`src/rtl/pipe_stage_reg.sv`:
```
// Generic inter-stage pipeline register with valid/ready handshake, optional
// 2-entry skid buffer, synchronous flush, bubble gating of control bits and a stall counter.
module pipe_stage_reg #(
   parameter int CTRL_W = 11,
   parameter int DATA_W = 111,
   parameter int SKID   = 1,
   parameter int CNT_W  = 16
) (
   input  logic              clk,
   input  logic              rst,
   input  logic              in_valid,
   output logic              in_ready,
   input  logic [CTRL_W-1:0] in_ctrl,
   input  logic [DATA_W-1:0] in_data,
   input  logic              flush,
   output logic              out_valid,
   input  logic              out_ready,
   output logic [CTRL_W-1:0] out_ctrl,
   output logic [DATA_W-1:0] out_data,
   output logic [1:0]        occupancy,
   output logic [CNT_W-1:0]  stall_cnt
);

   // Handshake: a beat moves on a rising edge when valid && ready on that side;
   // a producer keeps valid and its payload stable until the beat is taken.

   logic              m_valid_q, m_valid_d;
   logic [CTRL_W-1:0] m_ctrl_q,  m_ctrl_d;
   logic [DATA_W-1:0] m_data_q,  m_data_d;
   logic              s_valid_q, s_valid_d;
   logic [CTRL_W-1:0] s_ctrl_q,  s_ctrl_d;
   logic [DATA_W-1:0] s_data_q,  s_data_d;
   logic              in_ready_q, in_ready_d;
   logic [CNT_W-1:0]  stall_q,   stall_d;

   logic pop;
   logic push;

   assign pop  = m_valid_q && out_ready;
   assign push = in_valid && in_ready;

   always_comb begin
      m_valid_d = m_valid_q;
      m_ctrl_d  = m_ctrl_q;
      m_data_d  = m_data_q;
      s_valid_d = s_valid_q;
      s_ctrl_d  = s_ctrl_q;
      s_data_d  = s_data_q;
      if (flush) begin
         // Squash drops every held entry and the same-cycle input; data is kept.
         m_valid_d = 1'b0;
         m_ctrl_d  = '0;
         s_valid_d = 1'b0;
         s_ctrl_d  = '0;
      end else if (pop && s_valid_q) begin
         m_valid_d = 1'b1;
         m_ctrl_d  = s_ctrl_q;
         m_data_d  = s_data_q;
         s_valid_d = 1'b0;
         s_ctrl_d  = '0;
      end else if (push && (!m_valid_q || pop)) begin
         m_valid_d = 1'b1;
         m_ctrl_d  = in_ctrl;
         m_data_d  = in_data;
      end else if (push && (SKID != 0)) begin
         s_valid_d = 1'b1;
         s_ctrl_d  = in_ctrl;
         s_data_d  = in_data;
      end else if (pop) begin
         m_valid_d = 1'b0;
         m_ctrl_d  = '0;
      end
   end

   assign in_ready_d = !s_valid_d;

   always_comb begin
      stall_d = stall_q;
      if (m_valid_q && !out_ready && !flush && (stall_q != {CNT_W{1'b1}})) begin
         stall_d = stall_q + CNT_W'(1);
      end
   end

   always_ff @(posedge clk or negedge rst) begin
      if (!rst) begin
         m_valid_q  <= 1'b0;
         m_ctrl_q   <= '0;
         m_data_q   <= '0;
         s_valid_q  <= 1'b0;
         s_ctrl_q   <= '0;
         s_data_q   <= '0;
         in_ready_q <= 1'b1;
         stall_q    <= '0;
      end else begin
         m_valid_q  <= m_valid_d;
         m_ctrl_q   <= m_ctrl_d;
         m_data_q   <= m_data_d;
         s_valid_q  <= s_valid_d;
         s_ctrl_q   <= s_ctrl_d;
         s_data_q   <= s_data_d;
         in_ready_q <= in_ready_d;
         stall_q    <= stall_d;
      end
   end

   // With the skid entry, in_ready is a flop so upstream never sees out_ready.
   if (SKID != 0) begin : g_skid
      assign in_ready = in_ready_q;
   end else begin : g_noskid
      logic unused_in_ready_q;
      assign unused_in_ready_q = in_ready_q;
      assign in_ready = out_ready || !m_valid_q;
   end

   assign out_valid = m_valid_q;
   assign out_ctrl  = m_valid_q ? m_ctrl_q : '0;
   assign out_data  = m_data_q;
   assign occupancy = {1'b0, m_valid_q} + {1'b0, s_valid_q};
   assign stall_cnt = stall_q;

endmodule

```
`config.mk`:
```
export PLATFORM = sky130hd
export DESIGN_NAME = pipe_stage_reg
export DESIGN_NICKNAME = d
export VERILOG_FILES = /design/src/rtl/pipe_stage_reg.sv
export SDC_FILE = /design/constraint.sdc
export NUM_CORES = 1
export LEC_CHECK = 0
export BUFFER_PORTS_ARGS = -buffer_cell sky130_fd_sc_hd__buf_4
export CELL_PAD_IN_SITES_DETAIL_PLACEMENT = 2
export CELL_PAD_IN_SITES_GLOBAL_PLACEMENT = 2
export CORE_MARGIN = 1.5
export CORE_UTILIZATION = 36
export DETAILED_ROUTE_END_ITERATION = 12
export GPL_ROUTABILITY_DRIVEN = 0
export PLACE_DENSITY_LB_ADDON = 0.1
export SLEW_MARGIN = 20
export SYNTH_ARGS = -nofsm -noshare
export SYNTH_HDL_FRONTEND = slang
export SYNTH_SLANG_ARGS = --single-unit
```
`constraint.sdc`:
```
create_clock -name clk -period 4.3 [get_ports clk]
set_input_delay 1.075 -clock clk [delete_from_list [all_inputs] [get_ports clk]]
set_output_delay 1.075 -clock clk [all_outputs]
set_load 0.05 [all_outputs]
```
==> results.sh <==
export IMPL_cts_buffer_depth=3
export IMPL_dp_cells=1607
export IMPL_slew_headroom=0.293
export IMPL_route_detailed_drc=0
export IMPL_cts_clk_slew_worst_paths_ns=0.06
export IMPL_end_kind="primary output"
export IMPL_power_switching_w=0.00266
export IMPL_finalSetupTns_ns=0
export IMPL_synth_top_family_by_area="simple AND/OR/NAND/NOR gates"
export IMPL_finalCritPeriodShare=0.703
export IMPL_critPathTopFamily="flip-flops"
export IMPL_dr_wl_met3_um=1990
export IMPL_dieHeight_um=177
export IMPL_synthXorXnorAreaFrac=0.0104
export IMPL_regArea_mm2=0.00658
export IMPL_syn_num_nets=1135
export IMPL_path_cells="ha_1, buf_4"
export IMPL_synth_compound_area_share=0.0959
export IMPL_final_antenna_net_count=0
export IMPL_cap_violations=0
export IMPL_ff2ff_setup_slack_ns=1.59
export IMPL_hold_viol_final=0
export IMPL_grt_max_degree=124
export IMPL_crit_slowest_cell="dfrtp_1"
export IMPL_instances_no_fill=1667
export IMPL_multi_input_area_mm2=0.00403
export IMPL_setup_violations=0
export IMPL_yosysTopAreaCell="dfrtp_1"
export IMPL_first_iter_violations=371
export IMPL_rsz0062_at_grt="false"
export IMPL_synth_common_cells="262 x dfrtp_1, 232 x nand2_1, 117 x nor2_1"
export IMPL_htree_num_levels=1
export IMPL_leakage_nw=6.53
export IMPL_grt_pass1_wl_um=52200
export IMPL_grt_overflow=0
export IMPL_netSwitchingFraction=0.338
export IMPL_post_route_util=0.480
export IMPL_antenna_found_initial=2
export IMPL_critPathKind="flip-flop to primary output"
export IMPL_dpl_worst_slack_ns=1.31
export IMPL_ys_ff_latch=263
export IMPL_start_util=0.367
export IMPL_combPwrFrac=0.261
export IMPL_status="finished clean"
export IMPL_required_ns=3.22
export IMPL_p_total_w=0.00785
export IMPL_n_fill_cell=3092
export IMPL_synth_enable_flop_cells=0
export IMPL_num_vias=8523
export IMPL_worst_slack_ns=1.28
export IMPL_yosys_area_share_simple=0.141
export IMPL_synth_area_top_cells="dfrtp_1 60%, mux2_2 12%, nand2_1 8.0%, a31oi_1 6.4%, nor2_1 4.0%"
export IMPL_drt_total_wl_um=32800
export IMPL_numClockSinks=263
export IMPL_maxUsedRoutingLayer="met4"
export IMPL_drv_slew=0
export IMPL_viasPerCell=5.11
export IMPL_synthCells=1006
export IMPL_ys_flop_type="dfrtp_1"
export IMPL_portBuffers=268
export IMPL_ys_warn_count=0
export IMPL_ctsHoldBuffers=0
export IMPL_die_w_um=177
export IMPL_met2_length_um=15600
export IMPL_grt_pass1_vias=9366
export IMPL_drt_pre_antenna_iters=5
export IMPL_insertion_delay_ns=0.56
export IMPL_peakVddDrop_v=0.000316
export IMPL_synth_cell_types=34
export IMPL_grtUsageTotal=0.210
export IMPL_met1_length_um=14200
export IMPL_p_clk_frac=0.311
export IMPL_start_kind="flip-flop"
export IMPL_synth_adder_area_share=0.00229
export IMPL_ys_seq_area_frac=0.603
export IMPL_wl_per_cell_um=19.7
export IMPL_dieArea_mm2=0.0314
export IMPL_syn_to_final_growth_pct=30.7
export IMPL_seqPwrFrac=0.428
export IMPL_coreArea_mm2=0.0297
export IMPL_crit_buf_inv=1
export IMPL_post_cts_buffers=0
export IMPL_numCtsBuffers=31
export IMPL_fmax_mhz=331
export IMPL_rows=63
export IMPL_synth_cell_area_mm2=0.0109
export IMPL_synth_top_cell_area_share=0.601
export IMPL_max_stage_delay_ns=0.84
export IMPL_ctsResizeCount=0
export IMPL_fin_crit_ns=3.02
export IMPL_crit_arrival_ns=1.95
export IMPL_cts_tree="yes"
export IMPL_cts_root_buffer="clkbuf_16"
export IMPL_final_layout_size_suffix_gt1_frac=0.352
export IMPL_syn_avg_cell_area_um2=10.9
export IMPL_synthArstFlopShare=1.00
export IMPL_fin_skew_ns=0.00827
export IMPL_hpwl_um=20800
export IMPL_io_pins=269
export IMPL_synth_mux_area_frac=0.117
export IMPL_p_per_area_mw_per_mm2=550
export IMPL_path_max_fanout=22
export IMPL_hp_class="input port to asynchronous set/reset pin"
export IMPL_p_int_w=0.00520
export IMPL_num_nets_final=1379
export IMPL_worst_slew_pin_slew_ns=1.06
export IMPL_synth_most_common_cell="dfrtp_1"
layout by cell type, fill, tap and decap left out, drive strengths merged, types with 11 or more instances in the layout:
master and instances:
and2 11, mux2 113, dfrtp 262, nor2 118, a31oi 112, a22o 11, o2bb2ai 11, buf 281
clkbuf 48, nand2 232, a22oi 11
power groups by stage:
stage               logic (W)  clock network, W  registers [W]
global route          0.00219           0.00261        0.00343
detailed placement    0.00207                 0        0.00340
finish                0.00205           0.00244        0.00336
CTS                   0.00208           0.00252        0.00337
global placement      0.00201                 0        0.00336
floorplan            0.000618                 0        0.00407
logic make-up (layout without fill, tap and decap cells):
family / after synthesis / count (layout)
mux: 113 / 113
fa+ha+maj: 2 / 2
buf+inv: 75 / 344
flops: 263 / 263
other cells: 0 / 2
xor+xnor: 13 / 13
compound gates: 155 / 155
simple gates: 385 / 385
state kept, by name, summed over array words and instances (netlist names):
name / cells
in_ready: 1
m_ctrl_q: 11
out_data: 111
out_valid: 1
s_ctrl_q: 11
s_data_q: 111
s_valid_q: 1
stall_cnt: 16
routing by layer:
layer  vias to the layer above  global-route usage
li1                       3944                   -
met1                      4307               0.276
met2                       214               0.345
met3                        58              0.0427
met4                         0              0.0717
met5                         -                   0
area by class of cell:
| class | count | area share |
|---|---|---|
| inverter | 5 | 0.00131 |
| timing repair buffer | 281 | 0.154 |
| multi-input combinational | 668 | 0.282 |
| sequential | 263 | 0.461 |
| clock buffer | 48 | 0.0623 |
| antenna | 2 | 0.000351 |
| tap | 390 | 0.0342 |
| clock inverter | 10 | 0.00377 |
worst paths after layout:
| check | startpoint | endpoint | cells after the start |
|---|---|---|---|
| worst min-delay path | rst | out_data[90] | 1 |
| worst max-delay path | out_valid | occupancy[0] | 2 |
| max in group asynchronous | rst | stall_cnt[3] | 2 |
| min in group clk | m_ctrl_q[4] | m_ctrl_q[4] | 1 |
| worst max register to register | out_valid | s_data_q[73] | 4 |
| worst min register to register | m_ctrl_q[4] | m_ctrl_q[4] | 1 |
per-stage QoR:
| step | cell area [um^2] | hold WS, ns |
|---|---|---|
| 5_1_grt | 14300 | 0.514 |
| 3_3_place_gp | 13300 | 0.469 |
| 2_1_floorplan | 10900 | 0.449 |
| 4_1_cts | 14300 | 0.501 |
| 6_report | 14300 | 0.489 |
| 3_5_place_dp | 13300 | 0.472 |
Note: power is estimated with default switching activity, not from simulation.
